$ cat src/rtl/pc_redirect_scheduler_pkg.sv
// Shared types and constants for the fetch-PC redirect scheduler and its
// branch-training queue.
package pc_redirect_scheduler_pkg;

    typedef enum logic [1:0] {
        ST_RUN       = 2'd0,
        ST_WAIT_JALR = 2'd1,
        ST_FLUSH     = 2'd2
    } sched_state_t;

    localparam logic TRUE  = 1'b1;
    localparam logic FALSE = 1'b0;

    localparam logic [31:0] RESET_PC = 32'd0;
    localparam logic [31:0] PC_STEP  = 32'd4;
    localparam logic [7:0]  DROP_MAX = 8'hFF;

    // A training entry is the table index plus the taken/not-taken bit.
    function automatic int upd_entry_w(input int idx_w);
        return idx_w + 1;
    endfunction

    // Bits needed to hold the value n (at least one bit).
    function automatic int cnt_w(input int n);
        int w;
        w = 1;
        for (int i = 0; i < 31; i++) begin
            if ((1 << w) <= n) begin
                w = w + 1;
            end
        end
        return w;
    endfunction

endpackage

$ cat src/rtl/pc_redirect_scheduler_upd_fifo.sv
// Synchronous FIFO holding pending predictor-training writes; a push while
// full is accepted only when a pop frees the head slot on the same edge.
module pc_redirect_scheduler_upd_fifo #(
    parameter int WIDTH = 8,
    parameter int DEPTH = 4
) (
    input  logic             clk,
    input  logic             rst_n,
    input  logic             push,
    input  logic [WIDTH-1:0] push_data,
    input  logic             pop,
    output logic [WIDTH-1:0] head,
    output logic             full,
    output logic             empty
);

    localparam int AW = $clog2(DEPTH);

    logic [WIDTH-1:0] mem [DEPTH];
    logic [AW:0]      wr_ptr;
    logic [AW:0]      rd_ptr;
    logic             do_push;
    logic             do_pop;

    // Extra pointer bit distinguishes full from empty when the low bits match.
    assign empty   = (wr_ptr == rd_ptr);
    assign full    = (wr_ptr[AW] != rd_ptr[AW]) && (wr_ptr[AW-1:0] == rd_ptr[AW-1:0]);
    assign do_pop  = pop && !empty;
    assign do_push = push && (!full || do_pop);

    // Head reads as zero while empty so the index/taken outputs are clean.
    assign head = empty ? '0 : mem[rd_ptr[AW-1:0]];

    always_ff @(posedge clk or negedge rst_n) begin
        if (!rst_n) begin
            wr_ptr <= '0;
            rd_ptr <= '0;
        end else begin
            if (do_push) begin
                wr_ptr <= wr_ptr + 1'b1;
            end
            if (do_pop) begin
                rd_ptr <= rd_ptr + 1'b1;
            end
        end
    end

    always_ff @(posedge clk) begin
        if (do_push) begin
            mem[wr_ptr[AW-1:0]] <= push_data;
        end
    end

endmodule

$ cat src/rtl/pc_redirect_scheduler.sv
// Owns the fetch PC: arbitrates rollback, JALR resolution, decoder redirects
// and sequential advance, and serialises branch training onto one update port.
module pc_redirect_scheduler
    import pc_redirect_scheduler_pkg::*;
#(
    parameter int IDX_W        = 7,
    parameter int UPD_DEPTH    = 4,
    parameter int FLUSH_CYCLES = 1
) (
    input  logic             clk_in,
    input  logic             rst_in,
    input  logic             rdy_in,
    input  logic             fetch_ack_in,
    input  logic             dec_is_jal_in,
    input  logic             dec_is_jalr_in,
    input  logic             dec_is_branch_in,
    input  logic             dec_pred_taken_in,
    input  logic [31:0]      dec_imm_in,
    input  logic             rob_commit_in,
    input  logic             rob_is_jalr_in,
    input  logic             rob_is_branch_in,
    input  logic [31:0]      rob_pc_in,
    input  logic             rob_taken_in,
    input  logic [31:0]      rob_target_in,
    input  logic             roll_back_in,
    output logic [31:0]      pc_out,
    output logic             fetch_en_out,
    output logic             upd_valid_out,
    output logic [IDX_W-1:0] upd_idx_out,
    output logic             upd_taken_out,
    input  logic             upd_ready_in,
    output logic [7:0]       upd_drop_cnt_out
);

    localparam int ENTRY_W = upd_entry_w(IDX_W);
    localparam int CNT_W   = cnt_w(FLUSH_CYCLES);

    sched_state_t     state;
    sched_state_t     state_nxt;
    logic [31:0]      pc;
    logic [31:0]      pc_nxt;
    logic [CNT_W-1:0] flush_cnt;
    logic [CNT_W-1:0] flush_cnt_nxt;
    logic             enq;
    logic [ENTRY_W-1:0] enq_data;
    logic             deq;
    logic             q_full;
    logic             q_empty;
    logic [ENTRY_W-1:0] q_head;
    logic             drop;
    logic [7:0]       drop_cnt;
    logic             unused_rob_pc_bits;

    assign unused_rob_pc_bits = ^{rob_pc_in[31:IDX_W+2], rob_pc_in[1:0]};

    always_ff @(posedge clk_in or negedge rst_in) begin
        if (!rst_in) begin
            state     <= ST_RUN;
            pc        <= RESET_PC;
            flush_cnt <= '0;
        end else begin
            state     <= state_nxt;
            pc        <= pc_nxt;
            flush_cnt <= flush_cnt_nxt;
        end
    end

    // Rollback wins outright; otherwise a branch commit may enqueue alongside
    // whatever the current state does with the PC.
    always_comb begin
        state_nxt     = state;
        pc_nxt        = pc;
        flush_cnt_nxt = flush_cnt;
        enq           = FALSE;
        enq_data      = {rob_pc_in[IDX_W+1:2], rob_taken_in};

        if (rdy_in) begin
            if (roll_back_in) begin
                pc_nxt        = rob_target_in;
                state_nxt     = ST_FLUSH;
                flush_cnt_nxt = CNT_W'(FLUSH_CYCLES);
                enq           = rob_is_branch_in;
            end else begin
                if (rob_commit_in && rob_is_branch_in) begin
                    enq = TRUE;
                end
                case (state)
                    ST_RUN: begin
                        if (fetch_ack_in) begin
                            if (dec_is_jal_in) begin
                                pc_nxt = pc + dec_imm_in;
                            end else if (dec_is_jalr_in) begin
                                state_nxt = ST_WAIT_JALR;
                            end else if (dec_is_branch_in && dec_pred_taken_in) begin
                                pc_nxt = pc + dec_imm_in;
                            end else begin
                                pc_nxt = pc + PC_STEP;
                            end
                        end
                    end
                    ST_WAIT_JALR: begin
                        if (rob_commit_in && rob_is_jalr_in) begin
                            pc_nxt    = rob_target_in;
                            state_nxt = ST_RUN;
                        end
                    end
                    ST_FLUSH: begin
                        if (flush_cnt <= CNT_W'(1)) begin
                            flush_cnt_nxt = '0;
                            state_nxt     = ST_RUN;
                        end else begin
                            flush_cnt_nxt = flush_cnt - CNT_W'(1);
                        end
                    end
                    default: begin
                        state_nxt = ST_RUN;
                    end
                endcase
            end
        end
    end

    assign deq  = rdy_in && !q_empty && upd_ready_in;
    assign drop = enq && q_full && !deq;

    pc_redirect_scheduler_upd_fifo #(
        .WIDTH (ENTRY_W),
        .DEPTH (UPD_DEPTH)
    ) u_upd_fifo (
        .clk       (clk_in),
        .rst_n     (rst_in),
        .push      (enq),
        .push_data (enq_data),
        .pop       (deq),
        .head      (q_head),
        .full      (q_full),
        .empty     (q_empty)
    );

    always_ff @(posedge clk_in or negedge rst_in) begin
        if (!rst_in) begin
            drop_cnt <= '0;
        end else if (drop && (drop_cnt != DROP_MAX)) begin
            drop_cnt <= drop_cnt + 8'd1;
        end
    end

    assign pc_out           = pc;
    assign fetch_en_out     = (state == ST_RUN);
    assign upd_valid_out    = !q_empty;
    assign upd_idx_out      = q_head[ENTRY_W-1:1];
    assign upd_taken_out    = q_head[0];
    assign upd_drop_cnt_out = drop_cnt;

endmodule

$ cat config.mk
export PLATFORM = sky130hd
export DESIGN_NAME = pc_redirect_scheduler
export DESIGN_NICKNAME = d
export VERILOG_FILES = /design/src/rtl/pc_redirect_scheduler_pkg.sv /design/src/rtl/pc_redirect_scheduler_upd_fifo.sv /design/src/rtl/pc_redirect_scheduler.sv
export SDC_FILE = /design/constraint.sdc
export NUM_CORES = 1
export LEC_CHECK = 0
export ABC_AREA = 1
export CORE_ASPECT_RATIO = 1.5
export CORE_MARGIN = 5
export CORE_UTILIZATION = 35
export DETAILED_ROUTE_END_ITERATION = 12
export HOLD_SLACK_MARGIN = 0.02
export PLACE_DENSITY = 0.61
export RECOVER_POWER = 100
export SLEW_MARGIN = 30
export SYNTH_ARGS = -nofsm -noshare
export SYNTH_HDL_FRONTEND = slang
export SYNTH_HIERARCHICAL = 1
export SYNTH_SLANG_ARGS = --single-unit
$ cat constraint.sdc
create_clock -name clk_in -period 4.6 [get_ports clk_in]
set_input_delay 0.46 -clock clk_in [delete_from_list [all_inputs] [get_ports clk_in]]
set_output_delay 0.46 -clock clk_in [all_outputs]
set_load 0.02 [all_outputs]
Word level (Yosys, flattened, before mapping):

Memories as Yosys holds them, arrays and structs flattened.
Cells that the tools add are included.

* register bits: 49
* memory bits (writable): 32
* input port bits: 110
* output and inout port bits: 50
* memories: 1

Memories
* u_upd_fifo.mem: depth 4, bits a word 8, read ports 1, clocked after Yosys merged registers in 0, wr ports 1, RTL line pc_redirect_scheduler_upd_fifo.sv:19 `logic [WIDTH-1:0] mem [DEPTH];`

* $add $sub $neg: 6
* order comparisons: 1
* equality and inequality tests: 12
* mux-type cells: 23
* reduce and logical (&&, ||, !) cells: 21

Operators with widths (count)
* $mux 32: 6
* $pmux 32 s2: 1
* $add 32x3->32 const B: 1
* $add 32x32->32: 1
* $ne 3x3->1 const B: 5
* $mux 2: 6
* $logic_and 1x1->1: 11
* $add 8x1->8 const B: 1
* $mux 1: 8
* $mux 8: 1
* $ne 8x8->1 const B: 1
* $add 3x1->3 const B: 2
* $pmux 2 s3: 1
* $reduce_and 6->1: 1
* $reduce_and 5->1: 1
* $ne 4x4->1 const B: 1
* $eq 3x3->1: 1
* $logic_not 1->1: 3
* $reduce_bool 3->1: 1
* $eq 2x1->1 const B: 1
* $eq 2x2->1: 1
* $eq 2x2->1 const B: 1
* $logic_not 2->1: 1
* $reduce_and 2->1: 1
* other kinds (5): 5

Depth between registers and ports, before layout:

Gate-level depths: netlist (run 1).

* word-level depth: 9
* depth in mapped cells: 14
* mapped depth without buffers: 14

By module:

The synthesis (run 1) kept the hierarchy.

By module, submodules not included
* pc_redirect_scheduler: instances 1, cells each 996, area an instance 5556.6 um^2, sequential area each 1051.0 um^2
* pc_redirect_scheduler_upd_fifo: instances 1, cells each 162, area an instance 1744.2 um^2, sequential area each 1111.1 um^2

Least setup slack after synthesis (run 1):

No wires, ideal clock.

* path type: register -> register
* start: reg u_upd_fifo.rd_ptr[1]
* end: mem u_upd_fifo.mem[0][0], enable pin
* arrival: 1.885 ns
* required time: 4.229 ns
* slack: 2.344 ns
* stages on the path, launching flop included: 11
* path buffers: 2
* clock period less this slack: 2.256 ns
* path through: dfrtp_1 -> buf_6 -> xnor2_2 -> nand3_2 -> buf_6 -> inv_1 -> nor2_1 -> inv_1 -> nand4_2 -> nand2_4 -> nor2_1

* word-level cells in the longest chain between the ends: 9

Ends and longest elaborated chain
* start: declaration: RTL line pc_redirect_scheduler_upd_fifo.sv:21 `logic [AW:0] rd_ptr;`
* start signal: assignment: RTL line pc_redirect_scheduler_upd_fifo.sv:43 `rd_ptr <= rd_ptr + 1'b1;`
* $eq 3x3->1: RTL line pc_redirect_scheduler_upd_fifo.sv:26 `assign empty = (wr_ptr == rd_ptr);`
* net q_empty: RTL line pc_redirect_scheduler.sv:48 `logic q_empty;`
* $logic_not 1->1: RTL line pc_redirect_scheduler.sv:123 `assign deq = rdy_in && !q_empty && upd_ready_in;`
* $logic_and 1x1->1 (2 in series): RTL line pc_redirect_scheduler.sv:123
* net deq: RTL line pc_redirect_scheduler.sv:46 `logic deq;`
* $logic_and 1x1->1: RTL line pc_redirect_scheduler_upd_fifo.sv:28 `assign do_pop = pop && !empty;`
* $logic_or 1x1->1: RTL line pc_redirect_scheduler_upd_fifo.sv:29 `assign do_push = push && (!full || do_pop);`
* $logic_and 1x1->1: RTL line pc_redirect_scheduler_upd_fifo.sv:29
* $mux 1: RTL line pc_redirect_scheduler_upd_fifo.sv:49 `if (do_push) begin`
* $mux 1 (implied by the code): RTL line pc_redirect_scheduler_upd_fifo.sv:50 `mem[wr_ptr[AW-1:0]] <= push_data;`
* end: declaration: RTL line pc_redirect_scheduler_upd_fifo.sv:19

The timed path passes the listed nets, and every way through them passes these cells.

Worst setup path after layout (run 1):

* start: in roll_back_in
* end: reg pc[10], in the netlist pc_out[10]

* word-level cells in the longest chain between the ends: 2

Ends and longest elaborated chain
* start: declaration: RTL line pc_redirect_scheduler.sv:25 `input logic roll_back_in,`
* $ne 4x4->1 (no source line), or another cell as far along
* $reduce_and 5->1 (no source line)
* end signal: assignment: RTL line pc_redirect_scheduler.sv:63 `pc <= pc_nxt;`
* end: declaration: RTL line pc_redirect_scheduler.sv:40 `logic [31:0] pc;`

Several ways; a longest one is shown, not always the timed one.
A chain may end at the register's enable or synchronous reset.

==> impl.org, run 1 <==
** Final layout
- Core occupancy in the finished layout :: 44.6%
- Cells with a size suffix above 1 make up 3.49% of the layout.
- The number of antenna diodes in the final layout is 0.
- Compared with the post-synthesis result, the final layout area differs by 25.3%.
- Net count, final :: 1432

** STA
- In this run the tightest slew margin relative to its limit is -97.9%.
- Unrepaired setup endpoints after global routing :: false
- Final-report setup violation count :: 0
- Highest clock rate :: 270 MHz
- The clock arrives with 0.0121 ns of skew.
- Hold Vio Cnt, Final :: 0
- Share of the clock period used by the worst path after layout :: 80.6%
- Transition time at the pin with the least slew margin :: 2.97 ns
- Adding up every negative setup slack in the final design gives 0 ns.
- The number of max-slew violations in the final report is 76.
- Final critical path time including I/O delays and setup :: 3.71 ns

** Route
- Iteration count of the initial detailed-routing pass :: 5
- In the detailed route, the total length drawn on met3 is 1190 µm.
- Wire segments on met2 add up to 13200 µm in the final route.
- DRT iter0 DRCs :: 462
- Summed over all layers, the routed wires come to 25400 µm.
- Avg Vias per Cell :: 5.02
- Dividing the detail-routed wire length by the instance count gives 16.4 µm.
- The final route contains 7792 vias.
- The detailed router used layers up to and including met4.
- Residual antenna-violating net count after detailed routing :: 0
- After detailed routing, the number of remaining DRC violations is 0.
- The detailed router put a total of 9650 µm of wire on met1.

** Logic synthesis
- The share of the Yosys chip area taken by registers is 29.6%.
- Post-synthesis net count :: 1307
- Summing the areas of all and, or, nand and nor instances in the mapped netlist gives 36.3% of the synthesized area.
- Synth Warn # :: 6
- For this run, asynchronously set or reset flops after synthesis account for 60.0%.
- Post-Synth Adder-Cell Area :: 6.79%
- #FFs+latches synth :: 80
- Cells after synthesis :: 1158
- Commonest register cell after synthesis :: sky130_fd_sc_hd__dfrtp_1
- Top cells by area in the synthesized netlist :: sky130_fd_sc_hd__nand2_1 18%, sky130_fd_sc_hd__dfrtp_1 16%, sky130_fd_sc_hd__edfxtp_1 13%, sky130_fd_sc_hd__inv_1 9.3%, sky130_fd_sc_hd__nor2_1 7.0%
- XOR/XNOR Fraction of Synth Area :: 2.38%
- Number of library cell types mapped by synthesis :: 48
- In this run, synthesis inferred 32 flip-flops with an integrated enable.
- Multiplexer cells account for 0% of the synthesized area.
- Avg Cell Area, Syn :: 6.30 µm²
- Most common library cells after synthesis :: 356 x sky130_fd_sc_hd__nand2_1, 181 x sky130_fd_sc_hd__inv_1, 136 x sky130_fd_sc_hd__nor2_1
- Most area-hungry cell type in the Yosys netlist :: sky130_fd_sc_hd__nand2_1
- Cell area after synthesis :: 7300 µm²
- The synthesized netlist devotes 13.5% of its cell area to compound gates.
- Dominant combinational cell family by area after synthesis :: simple AND/OR/NAND/NOR gates
- Most common cell in the synthesized netlist :: sky130_fd_sc_hd__nand2_1
- The synthesized design devotes to its leading area cell type 18.3% of total area.

** Power and ir drop
- The worst-case IR drop observed on VDD is 0.318 mV.
- For this design the ratio of total power to cell area is 624 nW/µm².
- For this design the static power due to leakage is 4.48 nW.

** Floorplan
- Row generation in the floorplan step produced 64 rows.
- The die covers 23900 µm².
- 160 I/O pins were placed.
- Area inside the core boundary :: 20500 µm²
- The die is 128 µm wide.
- For this configuration, the core starts out at a cell density of 35.6%.
- Chip height :: 187 µm

** Critical path
- Worst EP arrival :: 3.91 ns
- Maximum fanout along the worst path :: 31
- The worst setup path is of the in2reg kind.
- Startpoint Class :: primary input
- Data on the critical path is required at its endpoint by 4.80 ns.
- The worst setup path is captured at a flip-flop.
- Tracing the worst setup path back leads to its startpoint at roll_back_in.
- In this run the critical register-to-register path is launched from u_upd_fifo/rd_ptr[0].

** Clocking
- CTS resizes :: 0
- H-tree depth reported by CTS :: 3
- The number of hold buffers added after CTS was 0.
- Clk root buf :: sky130_fd_sc_hd__clkbuf_16
- The longest clock path from root to sink contains 2 buffers.
- Post-CTS setup buffer count :: 0
- Total clock sinks :: 80
- At the later pin of the worst-skew pair, clock insertion delay measures 0.35 ns.
- Clock transition time at the flip-flop clock pins of the worst setup and hold paths :: 0.07 ns
- TritonCTS built the clock tree.
- Clock buffers created by TritonCTS :: 9

** Outcome
- The run finished, with violations left.
- The final reports fail on max-capacitance violations, max-slew violations.

** Placement
- Count of port buffers added during placement :: 134
- At the end of routability-driven placement, the weighted congestion stood at 0.922.
- Final HPWL from detailed placement :: 19700 µm

** Flow run
- Max-Cap Viols :: 2

** Worst hold path
- The worst hold path begins at upd_drop_cnt_out[7].
- Type of the most critical hold path :: reg2reg

** GRT
- Largest net degree at the start of global routing :: 49
- The first global-routing pass estimated 39800 µm of wire.
- Overflow left after global routing :: 0
- The initial antenna violation count was 0.
- The via count of the first global-routing pass came to 7729.
- All-layer global routing usage :: 21.2%
-- layer usage --
layer	vias up	global-route usage, %
li1	3952	-
met1	3503	23.3
met2	262	38.9
met3	75	2.60
met4	0	11.5
met5	-	0
-- cell type report --
type / count / area, µm²
fillers: 2173 / 11300
multi-input cells: 867 / 4280
flip-flops and latches: 80 / 2160
repair buffers: 139 / 1370
inverters: 186 / 703
well taps: 264 / 330
clock buffers: 10 / 250
clock inverters: 6 / 55.1
-- placed cells by master (no fill, tap or decap), drive strengths merged --
| cell type | n |
|---|---|
| clkinvlp | 2 |
| nand3 | 73 |
| a21o | 2 |
| nor3 | 13 |
| and2 | 2 |
| nor3b | 1 |
| o31ai | 1 |
| xor2 | 12 |
| clkbuf | 12 |
| nand3b | 5 |
| fa | 1 |
| edfxtp | 32 |
| clkdlybuf4s50 | 74 |
| dfrtp | 48 |
| a31oi | 4 |
| o21bai | 5 |
| and3 | 2 |
| nor2 | 147 |
| a22oi | 1 |
| o22ai | 1 |
| nand4 | 15 |
| o21a | 2 |
| o21ai | 65 |
| inv | 190 |
| xnor2 | 7 |
| dlygate4sd3 | 59 |
| or2 | 4 |
| buf | 4 |
| ha | 38 |
| nand2 | 359 |
| a21oi | 100 |
| nor4 | 2 |
| o211ai | 5 |
-- registers in the layout, indices dropped and copies added, names as in the netlist --
| name | flops |
|---|---|
| pc_out | 32 |
| u_upd_fifo/mem | 32 |
| upd_drop_cnt_out | 8 |
| u_upd_fifo/rd_ptr | 3 |
| u_upd_fifo/wr_ptr | 3 |
| state | 2 |
-- report_power, final --
group	total, mW	switching (mW)	internal (mW)
Combinational	3.58	2.30	1.28
Sequential	1.38	0.438	0.941
Clock	0.754	0.343	0.411
Total	5.71	3.08	2.63
-- stage by stage --
step                hold slack, ns  worst slack, ns  instances  total power [mW]  area [µm²]
floorplan                    0.164             2.34       1158              3.74        7300
global placement             0.485             1.39       1536              5.03        8880
detailed placement           0.488             1.30       1536              5.08        8880
CTS                          0.267             1.29       1552              5.85        9180
global route                 0.508            0.637       1552              6.25        9150
finish                       0.487            0.894       1552              5.71        9150
-- path summary, 6_finish.rpt --
path                                        end  slack [ns]  cells after the start
max in group asynchronous             pc_out[7]        1.75                      2
setup reg to reg           u_upd_fifo/mem[3][5]        1.04                     10
hold reg to reg             upd_drop_cnt_out[7]        0.49                      1
hold / removal              upd_drop_cnt_out[7]        0.49                      1
setup / recovery                     pc_out[10]        0.89                     10
min in group asynchronous  u_upd_fifo/rd_ptr[1]        1.16                      2
-- cell families (layout without fill, tap and decap cells) --
group	after synthesis	after routing
AO/OA/AOI/OAI	186	186
XOR/XNOR	19	19
adder cells (fa/ha/maj)	39	39
buffers and inverters	211	341
flip-flops	80	80
AND/OR/NAND/NOR	623	623
-- worst max-delay path, cell delays in order --
cell and delay (ns):
sky130_fd_sc_hd__dlygate4sd3_1 0.58, sky130_fd_sc_hd__nor2_2 0.11, sky130_fd_sc_hd__clkbuf_1 1.15, sky130_fd_sc_hd__o21ai_0 0.24
sky130_fd_sc_hd__nand2_1 0.14, sky130_fd_sc_hd__buf_4 0.40, sky130_fd_sc_hd__inv_2 0.40, sky130_fd_sc_hd__o21ai_0 0.20
sky130_fd_sc_hd__a21o_1 0.13, sky130_fd_sc_hd__o21ai_0 0.09
Power figures use the tool's default switching activity.
==> inputs of run 2 (changes only) <==
==> constraint.sdc (replaced) <==
create_clock -name clk_in -period 3.7 [get_ports clk_in]
set_input_delay 0.37 -clock clk_in [delete_from_list [all_inputs] [get_ports clk_in]]
set_output_delay 0.37 -clock clk_in [all_outputs]
set_load 0.02 [all_outputs]
==> impl.org, run 2 (synthesis gave the netlist of run 1 again) <==
** STA
- The number of failing setup endpoints in the final timing report came to 0 (unchanged).
- The worst path in the final design needs a cycle of 3.15 ns, including I/O delays and setup.
- Clock Skews :: 0.0151 ns (+0.00299 ns)
- Transition time at the pin with the least slew margin :: 1.87 ns (-1.10 ns)
- The final count of hold timing violations was 0 (unchanged).
- The number of max-slew violations in the final report is 82 (+7.9%).
- Setup repair after global routing left no endpoint under its margin.
- The relative slew slack is -24.4% (+73 points).
- Dividing the final minimum period by the clock period gives 85.1%.
- Highest clock rate :: 318 MHz
- The setup total negative slack was 0 ns (unchanged).

** Placement
- Final HPWL from detailed placement :: 20100 µm (+2.0%)
- Inst Count DP :: 1539 (+0.20%)
- Routability-driven placement congestion ratio :: 0.926 (+0.50%)
- The area after detailed placement was 8900 µm² (+0.25%).
- Count of port buffers added during placement :: 134 (unchanged)

** Final layout
- Leaving out fill and tap cells, the most frequent cell in the layout is sky130_fd_sc_hd__nand2_1.
- The non-filler instance count after layout came to 1555 (+0.19%).
- Net count, final :: 1435 (+0.21%)
- Relative to the synthesized area, the layout overhead comes to 25.8%.
- Ant. Diodes :: 0 (unchanged)
- Final Cell Area :: 9190 µm² (+0.38%)
- In the layout the commonest cells are 358 x sky130_fd_sc_hd__nand2_1, 183 x sky130_fd_sc_hd__inv_1, 136 x sky130_fd_sc_hd__nor2_1.
- The fraction of final layout cells with drive strength greater than 1 is 3.56% (+0.069 points).

** Critical path
- The critical path goes through inv_6 -> nand2_1 -> nand2_1 -> nand3_2 -> inv_1 -> nor2_1 -> inv_1 -> nand4_1 -> nand2_4 -> nor2_1.
- STA classifies the critical path endpoint as a flip-flop.
- Critical register-to-register path startpoint :: u_upd_fifo/rd_ptr[0]
- By startpoint and endpoint, the worst setup path is classified as reg2reg.
- Broken down by cell family, the worst path's largest delay share belongs to simple AND/OR/NAND/NOR gates.
- The endpoint identified for the worst register-to-register timing path is u_upd_fifo/mem[2][6].
- Maximum fanout along the worst path :: 20 (-35%)
- Startpoint Class :: flip-flop
- Combined buffer and inverter count along the critical path :: 3 (-1)
- The data required time at the worst endpoint came to 3.68 ns (-1.12 ns).
- The data arrival time of the worst path came to 3.13 ns (-0.78 ns).
- Length in cells of the worst reg-to-reg path :: 10 (unchanged)
- The largest stage delay on the critical path was 0.80 ns (-0.35 ns).
- Max stage delay cell, worst path :: sky130_fd_sc_hd__dfrtp_1
- The register-to-register setup slack was 0.55 ns (-0.49 ns).

** Route
- Routed len/inst :: 16.3 µm (-0.71%)
- The initial DRC count came to 538 (+16%).
- The total wire length after detailed routing was 25300 µm (-0.52%).
- Total number of vias :: 7762 (-0.39%)
- The number of DRC violations after detailed routing came to 0 (unchanged).
- The ratio of routed vias to standard cells is 4.99 (-0.58%).
- Residual antenna-violating net count after detailed routing :: 0 (unchanged)
- Iteration count of the initial detailed-routing pass :: 6 (+1)

** GRT
- The via count of the first global-routing pass was 7702 (-0.35%).
- The first-pass GRT wire length was 39700 µm (-0.21%).
- The largest net degree at the start of global routing was 43 (-12%).
- All-layer global routing usage :: 21.1% (-0.16 points)
- The initial antenna violation count is 0 (unchanged).
- The total grt overflow was 0 (unchanged).

** Clocking
- H-tree depth reported by CTS :: 3 (unchanged)
- The number of hold-repair buffers added at the cts stage was 0 (unchanged).
- The number of buffers on the longest clock path was 2 (unchanged).
- The buffer count from post-CTS setup fixing is 0 (unchanged).
- Clock transition time at the flip-flop clock pins of the worst setup and hold paths :: 0.07 ns (about the same)
- The TritonCTS sink count was 80 (unchanged).
- The clock latency on the worst-skew pair was 0.36 ns (about the same).
- Clock buffers created by TritonCTS :: 9 (unchanged)
- CTS tree :: built
- The tree is rooted in a sky130_fd_sc_hd__clkbuf_16.
- CTS resizes :: 0 (unchanged)

** Floorplan
- Chip height :: 187 µm (unchanged)
- The starting density of the core is 35.6% (unchanged).
- The area of the core is 20500 µm² (unchanged).
- The total die area came to 23900 µm² (unchanged).
- X dimension of the die :: 128 µm (unchanged)
- Row Count :: 64 (unchanged)
- The I/O pin count is 160 (unchanged).

** Flow run
- Max-Cap Viols :: 3 (+1)

** Worst hold path
- The path class of the tightest hold or removal check is in2async.

** Power and ir drop
- The power per standard cell area came to 776 nW/µm² (+24%).
- Worst IR Drop VDD :: 0.295 mV (-7.0%)
- Leakage dissipation :: 4.50 nW (+0.38%)

** Outcome
- The final reports fail on max-capacitance violations, max-slew violations.
- The run finished, with violations left.
-- run 2: cell type report --
class,count,area (µm²)
fill,2210,11300
multi-input combinational,867,4300
inverter,186,703
clock inverter,6,75.1
sequential,80,2160
clock buffer,10,239
tap,264,330
timing repair buffer,142,1380
-- run 2: metrics by stage --
step           util, %  power, mW  setup slack [ns]  hold slack [ns]
2_1_floorplan        -       4.65              1.44           0.0744
3_3_place_gp      43.4       6.26             0.686            0.415
3_5_place_dp      43.4       6.30             0.617            0.424
4_1_cts           44.9       7.29             0.596           0.0490
5_1_grt           44.8       7.78             0.230            0.507
6_report          44.8       7.13             0.552            0.370
-- run 2: worst reg2reg max path: cells and delay by family, from the launching register on --
kind | cells | cell delay, ns
AND/OR/NAND/NOR | 7 | 1.62
flip-flops | 1 | 0.80
buffers and inverters | 3 | 0.34
-- run 2: per-layer routing --
metal,track usage [%],part of all wire [%]
met1,22.7,38
met2,39.5,52
met3,2.54,4.6
met4,10.6,5.4
met5,0,0
-- run 2: worst max-delay path by stage --
stage,startpoint,endpoint,slack (ns),cells past startpoint
3_5_place_dp,u_upd_fifo/rd_ptr[0],u_upd_fifo/mem[2][6],0.62,10
4_1_cts,u_upd_fifo/rd_ptr[0],u_upd_fifo/mem[2][6],0.60,10
5_1_grt,u_upd_fifo/rd_ptr[0],u_upd_fifo/mem[2][6],0.23,10
2_1_floorplan,u_upd_fifo/rd_ptr[1],u_upd_fifo/mem[0][0],1.44,10
3_3_place_gp,u_upd_fifo/rd_ptr[0],u_upd_fifo/mem[2][4],0.69,10
6_report,u_upd_fifo/rd_ptr[0],u_upd_fifo/mem[2][6],0.55,10
-- run 2: where the power goes --
part           leakage (nW)  internal, mW  switching [mW]
Sequential            0.858          1.17           0.534
Clock                 0.152         0.553           0.418
Combinational          3.49          1.60            2.86
Total                  4.50          3.32            3.81
